--- config.mk ---
export PLATFORM = sky130hd
export DESIGN_NAME = bcd_convert_sched
export DESIGN_NICKNAME = d
export VERILOG_FILES = /design/src/rtl/bcd_convert_sched.sv
export SDC_FILE = /design/constraint.sdc
export NUM_CORES = 1
export LEC_CHECK = 0
export CAP_MARGIN = 30
export CORE_MARGIN = 4
export CORE_UTILIZATION = 48
export CTS_CLUSTER_DIAMETER = 30
export DETAILED_ROUTE_END_ITERATION = 6
export PLACE_DENSITY_LB_ADDON = 0.2
export SYNTH_ARGS = -nofsm -noshare
export SYNTH_HDL_FRONTEND = slang
export SYNTH_SLANG_ARGS = --single-unit
--- constraint.sdc ---
create_clock -name clk -period 1.8 [get_ports clk]
set_input_delay 0.36 -clock clk [delete_from_list [all_inputs] [get_ports clk]]
set_output_delay 0.36 -clock clk [all_outputs]
set_load 0.01 [all_outputs]
--- src/rtl/bcd_convert_sched.sv ---
// rtl/bcd_convert_sched.sv - shared sequential binary-to-BCD engine with two-port round-robin scheduler
module bcd_convert_sched #(
    parameter int WIDTH      = 32,
    parameter int INT_DIGITS = 10,
    parameter int OUT_DIGITS = 8
) (
    input  logic                    clk,
    input  logic                    rst_n,
    input  logic                    req0,
    input  logic [WIDTH-1:0]        data0,
    output logic                    gnt0,
    input  logic                    req1,
    input  logic [WIDTH-1:0]        data1,
    output logic                    gnt1,
    output logic                    busy,
    output logic                    done,
    output logic                    done_id,
    output logic [4*OUT_DIGITS-1:0] bcd_out,
    output logic                    ovf
);

    localparam int ACC_W = 4 * INT_DIGITS;
    localparam int OUT_W = 4 * OUT_DIGITS;
    localparam int CNT_W = (WIDTH > 1) ? $clog2(WIDTH) : 1;

    typedef enum logic [1:0] {
        ST_IDLE  = 2'd0,
        ST_SHIFT = 2'd1,
        ST_DONE  = 2'd2
    } state_t;

    state_t             state_q, state_d;
    logic [WIDTH-1:0]   sh_q, sh_d;
    logic [ACC_W-1:0]   acc_q, acc_d;
    logic [ACC_W-1:0]   acc_adj;
    logic [CNT_W-1:0]   cnt_q, cnt_d;
    logic               ptr_q, ptr_d;
    logic               id_q, id_d;
    logic               pick;
    logic               gnt0_q, gnt0_d;
    logic               gnt1_q, gnt1_d;
    logic               busy_q, busy_d;
    logic               done_q, done_d;
    logic               done_id_q, done_id_d;
    logic [OUT_W-1:0]   bcd_q, bcd_d;
    logic               ovf_q, ovf_d;

    // Add-3 correction: each digit 5..9 becomes 8..12, no carry into the next digit
    always_comb begin
        acc_adj = acc_q;
        for (int i = 0; i < INT_DIGITS; i++) begin
            if (acc_q[4*i +: 4] >= 4'd5) begin
                acc_adj[4*i +: 4] = acc_q[4*i +: 4] + 4'd3;
            end
        end
    end

    // Round-robin pick: a lone requester wins, on contention the pointer decides
    always_comb begin
        pick = 1'b0;
        if (req0 && req1) begin
            pick = ptr_q;
        end else if (req1) begin
            pick = 1'b1;
        end
    end

    // Next-state logic for the scheduler / double-dabble sequencer
    always_comb begin
        state_d   = state_q;
        sh_d      = sh_q;
        acc_d     = acc_q;
        cnt_d     = cnt_q;
        ptr_d     = ptr_q;
        id_d      = id_q;
        gnt0_d    = 1'b0;
        gnt1_d    = 1'b0;
        busy_d    = busy_q;
        done_d    = 1'b0;
        done_id_d = done_id_q;
        bcd_d     = bcd_q;
        ovf_d     = ovf_q;
        case (state_q)
            ST_IDLE: begin
                busy_d = 1'b0;
                if (req0 || req1) begin
                    id_d    = pick;
                    ptr_d   = ~pick;
                    sh_d    = pick ? data1 : data0;
                    acc_d   = '0;
                    cnt_d   = '0;
                    gnt0_d  = ~pick;
                    gnt1_d  = pick;
                    busy_d  = 1'b1;
                    state_d = ST_SHIFT;
                end
            end
            ST_SHIFT: begin
                {acc_d, sh_d} = {acc_adj, sh_q} << 1;
                cnt_d         = cnt_q + CNT_W'(1);
                if (cnt_q == CNT_W'(WIDTH - 1)) begin
                    state_d = ST_DONE;
                end
            end
            ST_DONE: begin
                bcd_d     = acc_q[OUT_W-1:0];
                ovf_d     = |(acc_q >> OUT_W);
                done_id_d = id_q;
                done_d    = 1'b1;
                state_d   = ST_IDLE;
            end
            default: begin
                state_d = ST_IDLE;
                busy_d  = 1'b0;
            end
        endcase
    end

    // State and registered outputs; reset discards any in-flight conversion
    always_ff @(posedge clk or negedge rst_n) begin
        if (!rst_n) begin
            state_q   <= ST_IDLE;
            sh_q      <= '0;
            acc_q     <= '0;
            cnt_q     <= '0;
            ptr_q     <= 1'b0;
            id_q      <= 1'b0;
            gnt0_q    <= 1'b0;
            gnt1_q    <= 1'b0;
            busy_q    <= 1'b0;
            done_q    <= 1'b0;
            done_id_q <= 1'b0;
            bcd_q     <= '0;
            ovf_q     <= 1'b0;
        end else begin
            state_q   <= state_d;
            sh_q      <= sh_d;
            acc_q     <= acc_d;
            cnt_q     <= cnt_d;
            ptr_q     <= ptr_d;
            id_q      <= id_d;
            gnt0_q    <= gnt0_d;
            gnt1_q    <= gnt1_d;
            busy_q    <= busy_d;
            done_q    <= done_d;
            done_id_q <= done_id_d;
            bcd_q     <= bcd_d;
            ovf_q     <= ovf_d;
        end
    end

    assign gnt0    = gnt0_q;
    assign gnt1    = gnt1_q;
    assign busy    = busy_q;
    assign done    = done_q;
    assign done_id = done_id_q;
    assign bcd_out = bcd_q;
    assign ovf     = ovf_q;

endmodule

==> run summary <==
## Run status
* finished with violations — outcome
* setup timing — violations in the final reports

## STA
* 1.83 ns — time the final worst path needs with I/O delays and setup
* 0 — max-slew violation total from the final report
* 0.472 ns — Worst Max-Slew Pin Slew
* 0.00793 ns — largest clock skew in the final design
* 0.441 ns — hold slack
* yes — unrepaired setup endpoints after global routing
* 102% — final worst path period share
* -0.0539 ns — final-layout setup total negative slack
* 0 — number of hold violations in the final report
* 68.5% — max-slew headroom at the worst pin
* 547 MHz — Highest Clock Rate
* 5 — setup-violating endpoint count in the final report
* -0.0276 ns — fin worst setup slack

## Floorplan
* 119 um — width of the chip
* 49.2% — starting density of the core
* 106 — I/O pin count
* 14200 um2 — Die ar.
* 40 — row count
* 119 um — Die Y-Extent
* 12000 um2 — Core Area

## Drt
* 0 — Antenna Violating Nets Remaining
* 0 — DRC
* 13800 um — Detailed Route WL
* 5.53 — mean number of vias per cell
* 230 — number of design-rule violations left by the first detailed-router iteration
* 16.7 um — mean routed wirelength per cell
* 4 — TritonRoute pass-1 iters
* 4581 — vias after detailed routing

## Clock network
* built — TritonCTS clock tree
* 4 — H-tree levels
* 17 — total CTS buffers
* 0.42 ns — clock latency reported for the late side of the worst-skew pair
* 2 — clock tree buffer depth
* 0.06 ns — clock edge transition at the registers on the reported setup and hold paths
* 119 — Num Clock Sinks
* sky130_fd_sc_hd__clkbuf_16 — cell at the root of the clock tree

## Worst setup path
* state_q[0] — launch point of the worst reg-to-reg path
* 9 — Reg2Reg Depth
* 2.16 ns — arrival time at the worst endpoint
* 4 — count of buffer and inverter cells on the critical path
* reg -> reg — type of the setup path with the least slack
* inv_2 > ha_4 > or3b_4 > buf_6 > o21ai_4 > buf_12 > clkbuf_16 > a21oi_1 > o21ai_1 — Critical Path, Cell by Cell
* sh_q[2] — end of the worst register-to-register path
* 6 — Worst Path Max Fanout
* state_q[0] — worst setup path startpoint
* buffers and inverters — family of cells with the greatest summed delay on the critical path
* sh_q[2] — CP Capture Point
* sky130_fd_sc_hd__or3b_4 — slowest stage cell on the critical path
* 2.13 ns — Worst Path Required
* 0.44 ns — CP peak stage delay
* 9 — cell depth of the worst setup path
* register — sort of element at the start of the critical path
* -0.03 ns — setup slack of the most critical reg-to-reg path
* register — kind of end point of the critical path

## Logic synthesis
* 50.4% — part of the Yosys area used for sequential elements
* 50.4% — top-area cell type share of the netlist area
* 0 — Synth Warn #
* 100% — share of flip-flops with an asynchronous set or reset after synthesis
* sky130_fd_sc_hd__dfrtp_1 — top_reg_cell synth
* 632 — Mapped Nets
* 119 — post-synthesis register bit count
* sky130_fd_sc_hd__dfrtp_1 50%, sky130_fd_sc_hd__mux2i_1 7.3%, sky130_fd_sc_hd__mux2_2 6.3% — Synth area leaders
* sky130_fd_sc_hd__dfrtp_1 — biggest area consumer among synthesized cells
* 11.0 um2 — Mean Syn Cell Area
* 39 — Cell variety after synth
* 5910 um2 — synthesized area
* 0 — count of flip-flops with a built-in enable after synthesis
* 537 — gate count after technology mapping

## Global route
* 52 — pin count of the biggest net entering global routing
* 0 — remaining global-route overflow
* 0 — initial antenna violation count
* 22700 um — wire length of the first global-routing pass
* 19.6% — Overall Global Routing Usage
* 4736 — vias in the first global route

## Hold path
* in -> async — class of the most critical hold timing path

## Layout
* 39.1% — layout-stage area growth over the synthesis result
* 0 — count of inserted antenna diode cells
* sky130_fd_sc_hd__dfrtp_1 — most frequent standard cell in the layout excluding fill and tap cells
* 763 — final layout net count
* 20.7% — layout cell share with drive strength beyond 1
* 889 — final-layout fill cell count
* 119 x sky130_fd_sc_hd__dfrtp_1, 104 x sky130_fd_sc_hd__clkdlybuf4s50_1, 43 x sky130_fd_sc_hd__mux2i_1 — most frequent cells in the layout

## Place
* 105 — IO buf count
* 8960 um — half-perimeter wire length after detailed placement
* 0.803 — gp weighted congestion

## Power and ir drop
* 1290 nW/um2 — power density over cell area
* 844 uV — IR drop worst, VDD
* 3.95 nW — Leakage

## Flow run
* 0 — maxcap violations

==> logic make-up after synthesis <==
group / count (synthesis) / share of synthesized area [%]
flops: 119 / 50.4
mux: 76 / 13.6
xor+xnor: 20 / 2.96
simple gates: 102 / 8.93
fa+ha+maj: 27 / 5.72
buf+inv: 55 / 4.17
compound gates: 138 / 14.3
==> registers in the layout, indices dropped and copies added (netlist names) <==
signal,count
acc_q,40
bcd_out,32
sh_q,32
cnt_q,5
state_q,2
busy,1
done,1
done_id,1
gnt0,1
gnt1,1
id_q,1
ovf,1
ptr_q,1
==> repair_timing <==
| item | in CTS | in global routing |
|---|---|---|
| setup buffers | 0 | 5 |
| endpoints found under the setup margin | 45 | 77 |
| resized for setup | 4 | 69 |
| gates cloned | 1 | 4 |
| hold buffers | 1 | 0 |
| pin swaps | 0 | 25 |
| endpoints found under the hold margin | 32 | 0 |
==> metal layers <==
| layer | GRT usage, % | vias to the layer above | share of wire, % |
|---|---|---|---|
| met5 | 0 | - | 0 |
| met4 | 6.81 | 0 | 1.4 |
| met3 | 4.94 | 18 | 4.8 |
| met2 | 32.3 | 123 | 50 |
| met1 | 25.4 | 2248 | 44 |
| li1 | - | 2192 | - |
==> Yosys cell counts, types with 2 or more instances <==
cell                         n
sky130_fd_sc_hd__a21oi_1    43
sky130_fd_sc_hd__a22o_1     22
sky130_fd_sc_hd__and3_1     32
sky130_fd_sc_hd__buf_1       2
sky130_fd_sc_hd__buf_2      11
sky130_fd_sc_hd__buf_6       3
sky130_fd_sc_hd__clkbuf_1   16
sky130_fd_sc_hd__dfrtp_1   119
sky130_fd_sc_hd__ha_1       27
sky130_fd_sc_hd__inv_1      22
sky130_fd_sc_hd__mux2_2     33
sky130_fd_sc_hd__mux2i_1    43
sky130_fd_sc_hd__nand2_1    26
sky130_fd_sc_hd__nand2b_1   11
sky130_fd_sc_hd__nand3_1    10
sky130_fd_sc_hd__nor2_1     15
sky130_fd_sc_hd__o21ai_0    43
sky130_fd_sc_hd__o21ai_1     3
sky130_fd_sc_hd__o22ai_1    10
sky130_fd_sc_hd__o32ai_1     9
sky130_fd_sc_hd__xnor2_1    10
sky130_fd_sc_hd__xor2_1     10
==> how the worst min path moves through the flow <==
| stage | slack (ns) | to | from |
|---|---|---|---|
| after floorplan | 0.06 | acc_q[0] | rst_n |
| final | 0.44 | acc_q[10] | rst_n |
| after detailed placement | 0.35 | bcd_out[11] | rst_n |
| after CTS | 0.45 | acc_q[10] | rst_n |
| after global routing | 0.48 | acc_q[10] | rst_n |
| after global placement | 0.34 | bcd_out[11] | rst_n |
==> area by class of cell <==
class | instances | area, um2 | share of cell area [%]
flip-flops and latches | 119 | 2980 | 36.2
multi-input cells | 364 | 2830 | 34.4
repair buffers | 144 | 1540 | 18.7
clock buffers | 20 | 457 | 5.56
well taps | 147 | 184 | 2.24
clock inverters | 12 | 151 | 1.84
inverters | 22 | 82.6 | 1.00
==> per-stage QoR <==
stage                     instance area, um2  instances  util, %  power [mW]  worst slack [ns]
after floorplan                         5920        537        -        5.23           -0.0790
after global placement                  7280        785     60.6        6.18            -0.218
after detailed placement                7280        785     60.6        6.33            -0.267
after CTS                               7930        819     66.0        9.85           -0.0250
after global routing                    8220        828     68.4        11.1           -0.0739
final                                   8220        828     68.4        10.6           -0.0276
==> power breakdown <==
group,total [mW],switching (mW),internal (mW)
sequential,3.50,0.348,3.16
combinational,3.62,1.83,1.78
clock,3.46,1.22,2.24
total,10.6,3.40,7.18
Power figures use the tool's default switching activity.
==> RTL change 1 (config.mk and constraints unchanged) <==
The parameter `OUT_DIGITS` goes from 8 to 7.
--- a/src/rtl/bcd_convert_sched.sv
+++ b/src/rtl/bcd_convert_sched.sv
@@ -4,3 +4,3 @@
     parameter int INT_DIGITS = 10,
-    parameter int OUT_DIGITS = 8
+    parameter int OUT_DIGITS = 7
 ) (
Ports: changed (resized bcd_out); port bits go from 106 to 102. The function was not compared with the original's and may differ.
==> RTL change 1 against the unedited design <==
- synthesized area fell by 1.8%
- total power up 10%
- die area down 1.7%
- wire length is 2.0% lower
- maximum frequency rose by 3.9%
- design area is 2.7% lower
- setup slack gained 0.068 ns
- sequential share of layout area shrank 0.23 points
- sequential cell count fell by 4
- synthesized cell count decreased by 0.56%
- largest power group unchanged
==> RTL change 1: results <==
set metrics [dict create \
    clock_buffers 19 \
    place.gp.congestion 0.7876 \
    syn-instance-count 534 \
    nFillCells 869 \
    relSlewSlack_pct 70.23 \
    place_hpwl_mm 9.438 \
    drive_gt1_share_pct 18.52 \
    clock_net_power_mw 3.89 \
    yosysUniqueCellTypes 43 \
    grt_max_degree 38 \
    ys_top_cells_by_area "dfrtp_1 50%, mux2_2 7.2%, ha_1 6.0%" \
    regToRegStartpoint "state_q[1]" \
    grt_use_total_pct 19.84 \
    fin_cells 818 \
    ctsResizeCount 2 \
    grt_use_met1_pct 25.46 \
    fin_skew_ns 0.007208 \
    outcome "complete, no violations" \
    multi_input_gates 361 \
    place_inst 782 \
    p_per_area_nw_per_um2 1458 \
    wl_met2_mm 6.803 \
    met1Wirelength_mm 6.035 \
    largest_reg_flops 40 \
    crit_slowest_cell "dfrtp_1" \
    critical_path.max_stage_delay_ns 0.38 \
    root_buffer "clkbuf_16" \
    clkCellAreaFrac_pct 8.530 \
    dp_slack_ns -0.2285 \
    port_buffers 101 \
    pg_comb_mw 3.95 \
    met2_usage_pct 32.95 \
    design.seq.count 115 \
    yosys-top-cells-count "115 x dfrtp_1, 64 x nand2_1, 37 x mux2_2" \
    p_int_mw 7.845 \
    grt.met3_usage_pct 5.238 \
    routedWlPerCell_um 16.55 \
    layout.nets 758 \
    bufAreaShareNonClock_pct 18.28 \
    vias 4551 \
    peakVddDrop_mv 0.8395 \
    area_delta_synth_final_pct 37.69 \
    cp.arrival_ns 2.08 \
    multiInputGateArea_um2 2708 \
    drt_first_iter_violations 329 \
    grt_pass1_vias 4784 \
    dr_wl_met3_um 548 \
    rows 39 \
    grt_pass1_wl_mm 22.97 \
    synth_nets 630 \
    yosysSeqAreaShare_pct 49.57 \
    critPathTopFamily "simple AND/OR/NAND/NOR gates" \
    seq_area_share_pct 36.00 \
    nNonClkInverters 23 \
    place_area_um2 7208 \
    cp_max_fo 17 \
    leakagePower_nw 3.531 \
]
==> RTL change 1: cell types whose count changed in the layout (fill, tap and decap cells not counted), sizes merged, moves of 7 or more <==
cell and change:
nand2 +38, a21oi -30, nand3 +21, o21ai -23
o311ai +8, o211ai +31, buf +7, a22o -17
and3 -30, nor2 -9, mux2i -9, nand4 +8
==> RTL change 1: final timing paths <==
path	to	slack (ns)	cells past startpoint
min in group clk	acc_q[0]	0.48	2
min	bcd_out[8]	0.45	2
max in group asynchronous	bcd_out[16]	0.71	3
max reg2reg	sh_q[27]	0.04	7
min reg2reg	acc_q[0]	0.48	2
max	sh_q[27]	0.04	7
==> RTL change 1: logic make-up after synthesis <==
logic type	Yosys count	share of synthesized area, %
adders and majority gates	28	6.035
and+or+nand+nor	134	10.99
muxes	71	13.04
xor gates and xnor gates	20	3.017
AOI/OAI and AO/OA	108	12.74
DFF	115	49.57
buffers and inverters	58	4.612
==> RTL change 2 (same flow settings) <==
Made on the original files. Register the output `ovf` once more, cleared by the reset; this adds one clock of latency there. The other outputs are not delayed to match.
--- a/src/rtl/bcd_convert_sched.sv
+++ b/src/rtl/bcd_convert_sched.sv
@@ -157,3 +157,9 @@
     assign bcd_out = bcd_q;
-    assign ovf     = ovf_q;
+    always_ff @(posedge clk or negedge rst_n) begin
+        if (!rst_n) begin
+            ovf <= '0;
+        end else begin
+            ovf <= ovf_q;
+        end
+    end
 
Formal check against the unedited RTL: same outputs for any inputs over 10 cycles, from zero or initial values and one cycle with rst_n low; that may be too few to reach the edited logic, so the function may still have changed.
==> RTL change 2 against the unedited design <==
- the run still ends with negative setup slack left
- setup slack improved by 0.012 ns
- design area decreased by 0.47%
- utilization decreased by 0.89 points
- synthesized area increased by 0.95%
- total power decreased by 2.2%
- sequential cell count increased by 1
- largest power group is now registers
- clock skew decreased by 0.00075 ns
- highest routed layer unchanged
- wire length increased by 1.1%
==> RTL change 2: results <==
set metrics [dict create \
    violations "negative setup slack" \
    routedWlPerCell_um 16.46 \
    outcome "complete, but fails checks" \
    grt_max_degree 40 \
    setup_ws_ns -0.01612 \
    ys_top_cells_by_area "dfrtp_1 50%, mux2i_1 7.2%, mux2_2 6.2%" \
    drt_first_iter_violations 250 \
    peakVddDrop_mv 0.7116 \
    relSlewSlack_pct 72.55 \
    fin_hold_ws_ns 0.3913 \
    leakagePower_nw 3.931 \
    grt_pass1_wl_mm 21.65 \
    synth_nets 637 \
    crit-reg2reg-capture "sh_q[28]" \
    yosysUniqueCellTypes 37 \
    place_area_um2 7368 \
    fin_cells 849 \
    critical_path.max_stage_delay_ns 0.41 \
    yosysSeqAreaShare_pct 50.33 \
    yosys-top-cells-count "120 x dfrtp_1, 44 x a21oi_1, 43 x mux2i_1" \
    reg2regPathDepth 8 \
    vias 4641 \
    grt_use_total_pct 18.70 \
    drive_gt1_share_pct 17.77 \
    syn-instance-count 542 \
    dp_slack_ns -0.2368 \
    place_inst 807 \
    setup_violations 1 \
]
-- RTL change 2: worst reg2reg max path, cell delays in order, from the launching register on --
cell and delay [ns]:
dfrtp_1 0.39, inv_2 0.09, ha_4 0.15, or3b_4 0.41, buf_6 0.16, o21ai_2 0.17, clkbuf_16 0.23, a21oi_1 0.07
o21ai_0 0.07
-- RTL change 2: how the worst max path moves through the flow --
stage | start | to | slack, ns
floorplan | state_q[1] | acc_q[10] | -0.06
detailed placement | req1 | sh_q[30] | -0.24
global route | state_q[1] | sh_q[25] | -0.04
finish | state_q[0] | sh_q[28] | -0.02
CTS | state_q[1] | sh_q[30] | -0.03
global placement | req1 | sh_q[30] | -0.19
-- RTL change 2: what timing repair did --
item                       CTS  global route
hold buffers                 1             0
hold endpoints to repair    25             0
gates cloned                 0             7
resized for setup            2            29
setup endpoints to repair   45            77
pin swaps                    0             2
setup buffers                0             2
-- RTL change 2: final cells by class --
| class | count | area [um2] |
|---|---|---|
| inverters | 22 | 82.58 |
| clock buffers | 20 | 456.7 |
| flip-flops and latches | 120 | 3003 |
| clock inverters | 12 | 150.1 |
| well taps | 168 | 210.2 |
| repair buffers | 139 | 1499 |
| multi-input cells | 368 | 2779 |
| fillers | 934 | 3931 |
-- RTL change 2: power groups by stage --
stage | Combinational [mW] | Sequential [mW] | Clock (mW)
5_1_grt | 3.68 | 3.54 | 3.61
2_1_floorplan | 1.88 | 3.43 | 0
4_1_cts | 2.88 | 3.47 | 3.49
3_5_place_dp | 2.86 | 3.51 | 0
6_report | 3.40 | 3.50 | 3.45
3_3_place_gp | 2.78 | 3.48 | 0
-- RTL change 2: per-layer routing --
layer | GRT usage (%) | wire length (um) | vias to the layer above
met5 | 0 | 0 | -
met2 | 32.10 | 7043 | 133
met4 | 6.228 | 232 | 0
li1 | - | - | 2195
met1 | 22.63 | 6008 | 2285
met3 | 5.419 | 687 | 28
-- RTL change 2: through the flow --
stage | TNS (ns) | total power, mW
2_1_floorplan | -0.8623 | 5.305
3_3_place_gp | -9.061 | 6.261
3_5_place_dp | -14.08 | 6.369
4_1_cts | -0.08261 | 9.840
5_1_grt | -0.6486 | 10.83
6_report | -0.01612 | 10.34
-- RTL change 2: cells by family after synthesis --
group / count (synthesis) / synth area share (%)
and+or+nand+nor: 105 / 9.164
adders and majority gates: 27 / 5.661
muxes: 76 / 13.44
xor gates and xnor gates: 19 / 2.789
buffers and inverters: 56 / 4.571
AOI/OAI and AO/OA: 139 / 14.05
DFF: 120 / 50.33
